--- config.mk ---
export PLATFORM = sky130hd
export DESIGN_NAME = muldiv_sequencer
export DESIGN_NICKNAME = d
export VERILOG_FILES = /design/src/rtl/muldiv_sequencer.sv
export SDC_FILE = /design/constraint.sdc
export NUM_CORES = 1
export LEC_CHECK = 0
export ABC_CLOCK_PERIOD_IN_PS = 9950
export BUFFER_PORTS_ARGS = -buffer_cell sky130_fd_sc_hd__buf_2
export CAP_MARGIN = 20
export CORE_MARGIN = 4
export CORE_UTILIZATION = 40
export CTS_BUF_LIST = sky130_fd_sc_hd__clkbuf_2 sky130_fd_sc_hd__clkbuf_4 sky130_fd_sc_hd__clkbuf_8
export DETAILED_ROUTE_END_ITERATION = 12
export HOLD_SLACK_MARGIN = 0.06
export PLACE_DENSITY = 0.69
export SYNTH_ARGS = -nofsm -noshare
export SYNTH_HDL_FRONTEND = slang
export SYNTH_SLANG_ARGS = --single-unit
--- constraint.sdc ---
create_clock -name clock -period 9.95 [get_ports clock]
set_input_delay 0 -clock clock [delete_from_list [all_inputs] [get_ports clock]]
set_output_delay 0 -clock clock [all_outputs]
set_load 0.03 [all_outputs]
--- src/rtl/muldiv_sequencer.sv ---
`default_nettype none
// ============================================================================
// Module      : muldiv_sequencer
// Description : Iterative signed multiply / restoring divide unit with HI/LO
//               result registers for the multicycle MIPS datapath.
// Revision    : 1.0  initial release
// ============================================================================
module muldiv_sequencer #(
  parameter int DATA_W = 32,
  parameter int CNT_W  = 6
) (
  input  logic              clock,
  input  logic              reset,
  input  logic              mult_start,
  input  logic              div_start,
  input  logic [DATA_W-1:0] a_in,
  input  logic [DATA_W-1:0] b_in,
  output logic              busy,
  output logic              done,
  output logic              div_zero,
  output logic [DATA_W-1:0] hi_out,
  output logic [DATA_W-1:0] lo_out
);

  typedef enum logic [2:0] {
    S_IDLE  = 3'd0,
    S_MULT  = 3'd1,
    S_DIV   = 3'd2,
    S_FIX   = 3'd3,
    S_DZERO = 3'd4
  } state_t;

  localparam logic [CNT_W-1:0] C_LAST    = CNT_W'(DATA_W - 1);
  localparam logic [CNT_W-1:0] C_CNT_ONE = CNT_W'(1);

  state_t                r_state, w_state_nxt;
  logic [2*DATA_W-1:0]   r_acc, w_acc_nxt;
  logic [DATA_W-1:0]     r_opd, w_opd_nxt;
  logic [CNT_W-1:0]      r_cnt, w_cnt_nxt;
  logic                  r_is_div, w_is_div_nxt;
  logic                  r_neg_q, w_neg_q_nxt;
  logic                  r_neg_r, w_neg_r_nxt;
  logic                  r_busy, w_busy_nxt;
  logic                  r_done, w_done_nxt;
  logic                  r_dz, w_dz_nxt;
  logic [DATA_W-1:0]     r_hi, w_hi_nxt;
  logic [DATA_W-1:0]     r_lo, w_lo_nxt;

  logic [DATA_W-1:0]     w_a_mag, w_b_mag;
  logic [DATA_W:0]       w_madd;
  logic [2*DATA_W-1:0]   w_mult_acc;
  logic [DATA_W:0]       w_dshift, w_dtrial;
  logic [2*DATA_W-1:0]   w_div_acc;
  logic [2*DATA_W-1:0]   w_prod;
  logic [DATA_W-1:0]     w_quo, w_rem;

  assign w_a_mag = a_in[DATA_W-1] ? -a_in : a_in;
  assign w_b_mag = b_in[DATA_W-1] ? -b_in : b_in;

  // Multiply: acc = {partial product, remaining multiplier bits}, shifted right each step.
  assign w_madd     = {1'b0, r_acc[2*DATA_W-1:DATA_W]} + {1'b0, (r_acc[0] ? r_opd : {DATA_W{1'b0}})};
  assign w_mult_acc = {w_madd, r_acc[DATA_W-1:1]};

  // Divide: acc = {remainder, dividend/quotient}; quotient bits enter at the LSB.
  assign w_dshift  = r_acc[2*DATA_W-1:DATA_W-1];
  assign w_dtrial  = w_dshift - {1'b0, r_opd};
  assign w_div_acc = w_dtrial[DATA_W] ? {w_dshift[DATA_W-1:0], r_acc[DATA_W-2:0], 1'b0}
                                      : {w_dtrial[DATA_W-1:0], r_acc[DATA_W-2:0], 1'b1};

  assign w_prod = r_neg_q ? -r_acc : r_acc;
  assign w_quo  = r_neg_q ? -r_acc[DATA_W-1:0] : r_acc[DATA_W-1:0];
  assign w_rem  = r_neg_r ? -r_acc[2*DATA_W-1:DATA_W] : r_acc[2*DATA_W-1:DATA_W];

  always_comb begin
    w_state_nxt  = r_state;
    w_acc_nxt    = r_acc;
    w_opd_nxt    = r_opd;
    w_cnt_nxt    = r_cnt;
    w_is_div_nxt = r_is_div;
    w_neg_q_nxt  = r_neg_q;
    w_neg_r_nxt  = r_neg_r;
    w_busy_nxt   = r_busy;
    w_done_nxt   = 1'b0;
    w_dz_nxt     = 1'b0;
    w_hi_nxt     = r_hi;
    w_lo_nxt     = r_lo;
    case (r_state)
      S_IDLE: begin
        if (mult_start) begin
          w_state_nxt  = S_MULT;
          w_acc_nxt    = {{DATA_W{1'b0}}, w_b_mag};
          w_opd_nxt    = w_a_mag;
          w_cnt_nxt    = '0;
          w_is_div_nxt = 1'b0;
          w_neg_q_nxt  = a_in[DATA_W-1] ^ b_in[DATA_W-1];
          w_neg_r_nxt  = 1'b0;
          w_busy_nxt   = 1'b1;
        end else if (div_start) begin
          w_busy_nxt = 1'b1;
          if (b_in == '0) begin
            w_state_nxt = S_DZERO;
          end else begin
            w_state_nxt  = S_DIV;
            w_acc_nxt    = {{DATA_W{1'b0}}, w_a_mag};
            w_opd_nxt    = w_b_mag;
            w_cnt_nxt    = '0;
            w_is_div_nxt = 1'b1;
            w_neg_q_nxt  = a_in[DATA_W-1] ^ b_in[DATA_W-1];
            w_neg_r_nxt  = a_in[DATA_W-1];
          end
        end
      end
      S_MULT: begin
        w_acc_nxt = w_mult_acc;
        w_cnt_nxt = r_cnt + C_CNT_ONE;
        if (r_cnt == C_LAST) w_state_nxt = S_FIX;
      end
      S_DIV: begin
        w_acc_nxt = w_div_acc;
        w_cnt_nxt = r_cnt + C_CNT_ONE;
        if (r_cnt == C_LAST) w_state_nxt = S_FIX;
      end
      S_FIX: begin
        if (r_is_div) begin
          w_hi_nxt = w_rem;
          w_lo_nxt = w_quo;
        end else begin
          w_hi_nxt = w_prod[2*DATA_W-1:DATA_W];
          w_lo_nxt = w_prod[DATA_W-1:0];
        end
        w_done_nxt  = 1'b1;
        w_busy_nxt  = 1'b0;
        w_state_nxt = S_IDLE;
      end
      S_DZERO: begin
        w_done_nxt  = 1'b1;
        w_dz_nxt    = 1'b1;
        w_busy_nxt  = 1'b0;
        w_state_nxt = S_IDLE;
      end
      default: begin
        w_busy_nxt  = 1'b0;
        w_state_nxt = S_IDLE;
      end
    endcase
  end

  always_ff @(posedge clock or posedge reset) begin
    if (reset) begin
      r_state  <= S_IDLE;
      r_acc    <= '0;
      r_opd    <= '0;
      r_cnt    <= '0;
      r_is_div <= 1'b0;
      r_neg_q  <= 1'b0;
      r_neg_r  <= 1'b0;
      r_busy   <= 1'b0;
      r_done   <= 1'b0;
      r_dz     <= 1'b0;
      r_hi     <= '0;
      r_lo     <= '0;
    end else begin
      r_state  <= w_state_nxt;
      r_acc    <= w_acc_nxt;
      r_opd    <= w_opd_nxt;
      r_cnt    <= w_cnt_nxt;
      r_is_div <= w_is_div_nxt;
      r_neg_q  <= w_neg_q_nxt;
      r_neg_r  <= w_neg_r_nxt;
      r_busy   <= w_busy_nxt;
      r_done   <= w_done_nxt;
      r_dz     <= w_dz_nxt;
      r_hi     <= w_hi_nxt;
      r_lo     <= w_lo_nxt;
    end
  end

  assign busy     = r_busy;
  assign done     = r_done;
  assign div_zero = r_dz;
  assign hi_out   = r_hi;
  assign lo_out   = r_lo;

endmodule
`default_nettype wire

# --- Word-level counts from Yosys, hierarchy flattened ---
# Cells that the tools add are included.
totals:
  mem_bits_rw: 0
  rom_bits: 0
  latchBits: 0
  out_inout_bits: 67
  n_memories: 0
  inputBits: 68
  reg_bits: 175
  elab_cells: 82
op_classes:
  mux: 39
  n_eq_ne: 9
  multipliers: 0
  order_cmp: 0
  bitwise: 2
  n_shift: 0
  add_sub_neg: 8
  div: 0
  n_reduce_logical: 12
ops:
  columns: ["operator", "n"]
  rows:
  - ["2-to-1 mux 32 bit", 10]
  - ["2-to-1 mux 64 bit", 5]
  - ["case mux 64 bit (3 select lines)", 1]
  - ["negation 32 bit", 4]
  - ["negation 64 bit", 1]
  - ["adder 32 x 32 -> 33 bit", 1]
  - ["subtractor 33 x 32 -> 33 bit", 1]
  - ["zero test 32 bit", 1]
  - ["2-to-1 mux 6 bit", 3]
  - ["2-to-1 mux 1 bit", 13]
  - ["2-to-1 mux 3 bit", 4]
  - ["case mux 6 bit (2 select lines)", 1]
  - ["AND reduction 3 bit", 3]
  - ["adder 6 x 1 -> 6 bit, second input constant", 1]
  - ["== test 3 x 2 -> 1 bit, second input constant", 2]
  - ["== test 6 x 5 -> 1 bit, second input constant", 1]
  - ["inequality test 3 bit, second input constant", 2]
  - ["case mux 3 bit (2 select lines)", 1]
  - ["AND reduction 2 bit", 2]
  - ["nonzero test 2 bit", 2]
  - ["OR reduction 2 bit", 2]
  - ["== test 3 x 1 -> 1 bit, second input constant", 1]
  - ["== test 3 bit, second input constant", 1]
  - ["zero test 3 bit", 1]
  - ["6 further kinds", 6]

# --- Logic depth before layout (Yosys ltp) ---
logic_depth:
  depth_word: 6
  ltp_mapped: 15
  mapped_depth_nobuf: 14

# --- Least setup slack after synthesis ---
# Ideal clock, no wire load.
synth_timing:
  kind: "register -> register"
  start: "register r_acc[31]"
  end: "register r_acc[41]"
  required_ns: 9.810
  arrival_ns: 3.581
  period_less_slack_ns: 3.721
  path_buffers: 1
  stages_incl_launch_ff: 15
  setup_time_ns: 0.140
  setup_slack_ns: 6.229
  cell_sequence: "dfrtp_1 inv_1 ha_1 fa_1 nand2b_1 a21o_1 a211oi_1 nor2_1 o41ai_1 o21ai_0 a211oi_1 clkbuf_1 a2111oi_0 a31oi_1 o311ai_1"
synth_via:
  elab_chain_cells: 3
synth_rtl:
  columns: ["element", "line", "source"]
  rows:
  - ["start, declared", "37", "logic [2*DATA_W-1:0] r_acc, w_acc_nxt;"]
  - ["start signal, assigned", "164", "r_acc <= w_acc_nxt;"]
  - ["subtractor 33 x 32 -> 33 bit", "66", "assign w_dtrial = w_dshift - {1'b0, r_opd};"]
  - ["2-to-1 mux 64 bit", "67", "assign w_div_acc = w_dtrial[DATA_W] ? {w_dshift[DATA_W-1:0], r_acc[DATA_W-2:0], 1'b0}"]
  - ["case mux 64 bit (3 select lines)", "87", "case (r_state)"]
# Every way passes these cells.
# A chain may end at the register's enable or synchronous reset.

# --- Final worst setup path ---
layout_timing:
  start: "register r_acc[31]"
  end: "register r_acc[61]"
# Same word-level chain as after synthesis.

==> impl_metrics.tcl <==
set metrics [dict create \
    chipHeight_um 196 \
    postLayoutCoreUtil 0.462 \
    setup_viol 0 \
    reg2reg_from "r_acc[31]" \
    syn_inst 1774 \
    globalplace.congestion 0.935 \
    required_ps 10290 \
    grt_overflow 0 \
    fin_tns_setup_ps 0 \
    min_path_type "input pin to flip-flop" \
    cts_buffers 17 \
    crit_start "r_acc[31]" \
    fin_worst_skew_ps 13.7 \
    drtIter0Drc 1185 \
    syn_area_per_cell_um2 7.99 \
    routed_wl_um 45500 \
    rsz0062_at_grt "false" \
    drt_drc_violations_left 0 \
    dp_cells 2265 \
    grt_pass1_wl_um 71000 \
    power_switching_w 0.00298 \
    critical_path.top_delay_family "compound AO/OA/AOI/OAI gates" \
    path_clk_slew_ps 110 \
    cpMaxStageDelayCell "o41ai_1" \
    syn_nets 1913 \
    num_vias 13635 \
    synth_edf_count 0 \
    cp_max_fo 14 \
    power_frac_seq 0.259 \
    fin_crit_sh 0.433 \
    drive_gt1_frac 0.114 \
    die_w_um 196 \
    die_area_um2 38500 \
    grtUsageTotal 0.229 \
    max-slew-margin-rel 0.322 \
    start_util 0.408 \
    critPathArrivalTime_ps 4650 \
    post_cts_buffers 0 \
    hold_start "b_in[21]" \
    fmax_ghz 0.232 \
    yosys.area.top_type "dfrtp_1" \
    core_um2 34700 \
    worstSetupEndpointType "flip-flop" \
    instances_no_fill 2349 \
    crit_type "flip-flop to flip-flop" \
    synth_area_leaders "dfrtp_1 (31%), o21ai_0 (7.2%), ha_1 (6.1%)" \
    area_delta_synth_final_pct 13.2 \
    htree_levels 4 \
    hold_violations 0 \
    cts_max_path_buffers 2 \
    synth-async-reset-ratio 1.00 \
    cts_num_sinks 175 \
    synth.yosys.seq_area_share 0.309 \
    firstDrtPassIters 6 \
    clock_latency_ps 470 \
    drv_slew 0 \
    p_per_area_nw_per_um2 348 \
    row_count 68 \
    p_sw_frac 0.533 \
    worst_pin_slew_ps 1020 \
    max-cap-violations 0 \
    routed_via_density 5.80 \
    synth_top_cell_area_share 0.309 \
    num_antenna_cells 0 \
    critPathMaxStageDelay_ps 590 \
    power_frac_comb 0.642 \
    ys_types 77 \
    min_period_ps 4310 \
    num-nets-final 2020 \
    grt_max_degree 129 \
    outcome "complete, no violations" \
    p_leak_nw 7.11 \
    synth_seq_cells 175 \
    whs_ps 78.6 \
    routedWlPerCell_um 19.4 \
    crit_path_start_kind "flip-flop" \
    clock_tree.root_cell "clkbuf_8" \
    synth_area_um2 14200 \
    ant_nets 0 \
    grt_pass1_vias 12856 \
    power_frac_clock 0.099 \
    crit_buf_inv 1 \
    io_pins 135 \
    portBuffers 134 \
    ys.flop_type "dfrtp_1" \
    dp_hpwl_um 34900 \
    cts_tree "built" \
    yosys_warnings 0 \
    peakVddDrop_uv 187 \
    antenna_found_initial 1 \
    crit_chain "inv_1 -> ha_1 -> fa_1 -> nand2b_1 -> a21o_1 -> a211oi_1 -> nor2_1 -> o41ai_1 -> o2111a_1 -> a211o_1 -> mux2_2 -> a22oi_1 -> o21ai_0" \
    intPower_w 0.00261 \
]
## power groups by stage
| stage | registers, W | logic (W) | clock network [W] |
|---|---|---|---|
| 2_1_floorplan | 0.00151 | 0.00249 | 0 |
| 3_3_place_gp | 0.00144 | 0.00348 | 0 |
| 3_5_place_dp | 0.00145 | 0.00353 | 0 |
| 4_1_cts | 0.00144 | 0.00356 | 0.000559 |
| 5_1_grt | 0.00149 | 0.00396 | 0.000590 |
| 6_report | 0.00145 | 0.00359 | 0.000552 |
## per-stage QoR
stage / area [µm²] / total power (W) / worst slack, ps
finish: 16000 / 0.00559 / 5640
CTS: 16000 / 0.00556 / 5690
floorplan: 14200 / 0.00400 / 5200
global route: 16000 / 0.00604 / 5250
global placement: 15100 / 0.00492 / 5670
detailed placement: 15100 / 0.00498 / 5680
## path summary, 6_finish.rpt
path	endpoint	slack, ps	cells past startpoint
setup / recovery	r_acc[61]	5640	13
hold / removal	r_opd[21]	80	4
setup reg to reg	r_acc[61]	5640	13
hold reg to reg	lo_out[3]	480	2
max in group asynchronous	r_acc[61]	8550	5
min in group asynchronous	lo_out[15]	230	3
## sequential cells by signal, summed over array words and instances (netlist names)
signal,count
r_neg_q,1
busy,1
r_neg_r,1
div_zero,1
r_state,3
lo_out,32
hi_out,32
r_is_div,1
r_cnt,6
r_acc,64
r_opd,32
done,1
## placed cells by master, fill, tap and decap left out, types with 34 or more instances in the layout
cell type and count:
o21ai_0 204, o211ai_1 34, a21oi_1 108, buf_2 134
nor2_1 166, nand2_1 210, xnor2_1 74, ha_1 69
a22oi_1 45, dlygate4sd3_1 50, inv_1 59, xor2_1 96
dfrtp_1 175, a21o_1 37
## cells by family (layout without fill, tap and decap cells)
kind of cell / count (synthesis) / after routing / share of synthesized area
muxes: 17 / 17 / 0.0122
xor gates and xnor gates: 170 / 170 / 0.105
DFF: 175 / 175 / 0.309
buffers and inverters: 173 / 293 / 0.0502
AOI/OAI and AO/OA: 608 / 608 / 0.274
and+or+nand+nor: 560 / 560 / 0.186
adders and majority gates: 71 / 71 / 0.0637
## synth_stat cells, types with 6 or more instances
| cell type | n |
|---|---|
| inv_1 | 60 |
| nand2b_1 | 21 |
| nor3_1 | 28 |
| mux2i_1 | 15 |
| buf_1 | 9 |
| nand4_1 | 14 |
| o21ai_0 | 204 |
| nand2_1 | 210 |
| o31a_1 | 8 |
| o21bai_1 | 10 |
| a211o_1 | 8 |
| or4_1 | 15 |
| nor4b_1 | 6 |
| o21a_1 | 19 |
| o31ai_1 | 28 |
| nand3b_1 | 7 |
| nand3_1 | 14 |
| nor2b_1 | 9 |
| xor2_1 | 96 |
| ha_1 | 69 |
| a211oi_1 | 13 |
| a22oi_1 | 45 |
| o41ai_1 | 14 |
| o211ai_1 | 34 |
| a21o_1 | 37 |
| a31oi_1 | 28 |
| or2_2 | 10 |
| o221ai_1 | 6 |
| a21oi_1 | 108 |
| a222oi_1 | 6 |
| nor2_1 | 168 |
| clkbuf_1 | 80 |
| buf_2 | 12 |
| xnor2_1 | 74 |
| buf_4 | 6 |
| dfrtp_1 | 175 |
| or3_1 | 21 |
## area by class of cell
type | count | area [µm²]
clock buffer | 18 | 241
clock inverter | 14 | 181
fill | 3444 | 18700
inverter | 61 | 234
multi-input combinational | 1426 | 9100
sequential | 175 | 4380
tap | 455 | 569
timing repair buffer | 200 | 1340
## per-layer routing
metal,track usage,vias to the layer above,share of wire
li1,-,6598,-
met1,0.326,6518,0.46
met2,0.358,455,0.45
met3,0.0392,64,0.067
met4,0.0646,0,0.022
met5,0,-,0
## worst register-to-register path, delay by kind of cell, from the launching register on
kind            cells  cell delay [ps]
buf+inv             1              120
mux                 1              410
fa+ha+maj           2              620
compound gates      7             2280
simple gates        2              300
flops               1              460
## repair_timing
item / in CTS / in global routing
gates resized for setup: 0 / 0
hold endpoints to repair: 128 / 0
hold buffers: 50 / 0
Note: power is estimated with default switching activity, not from simulation.
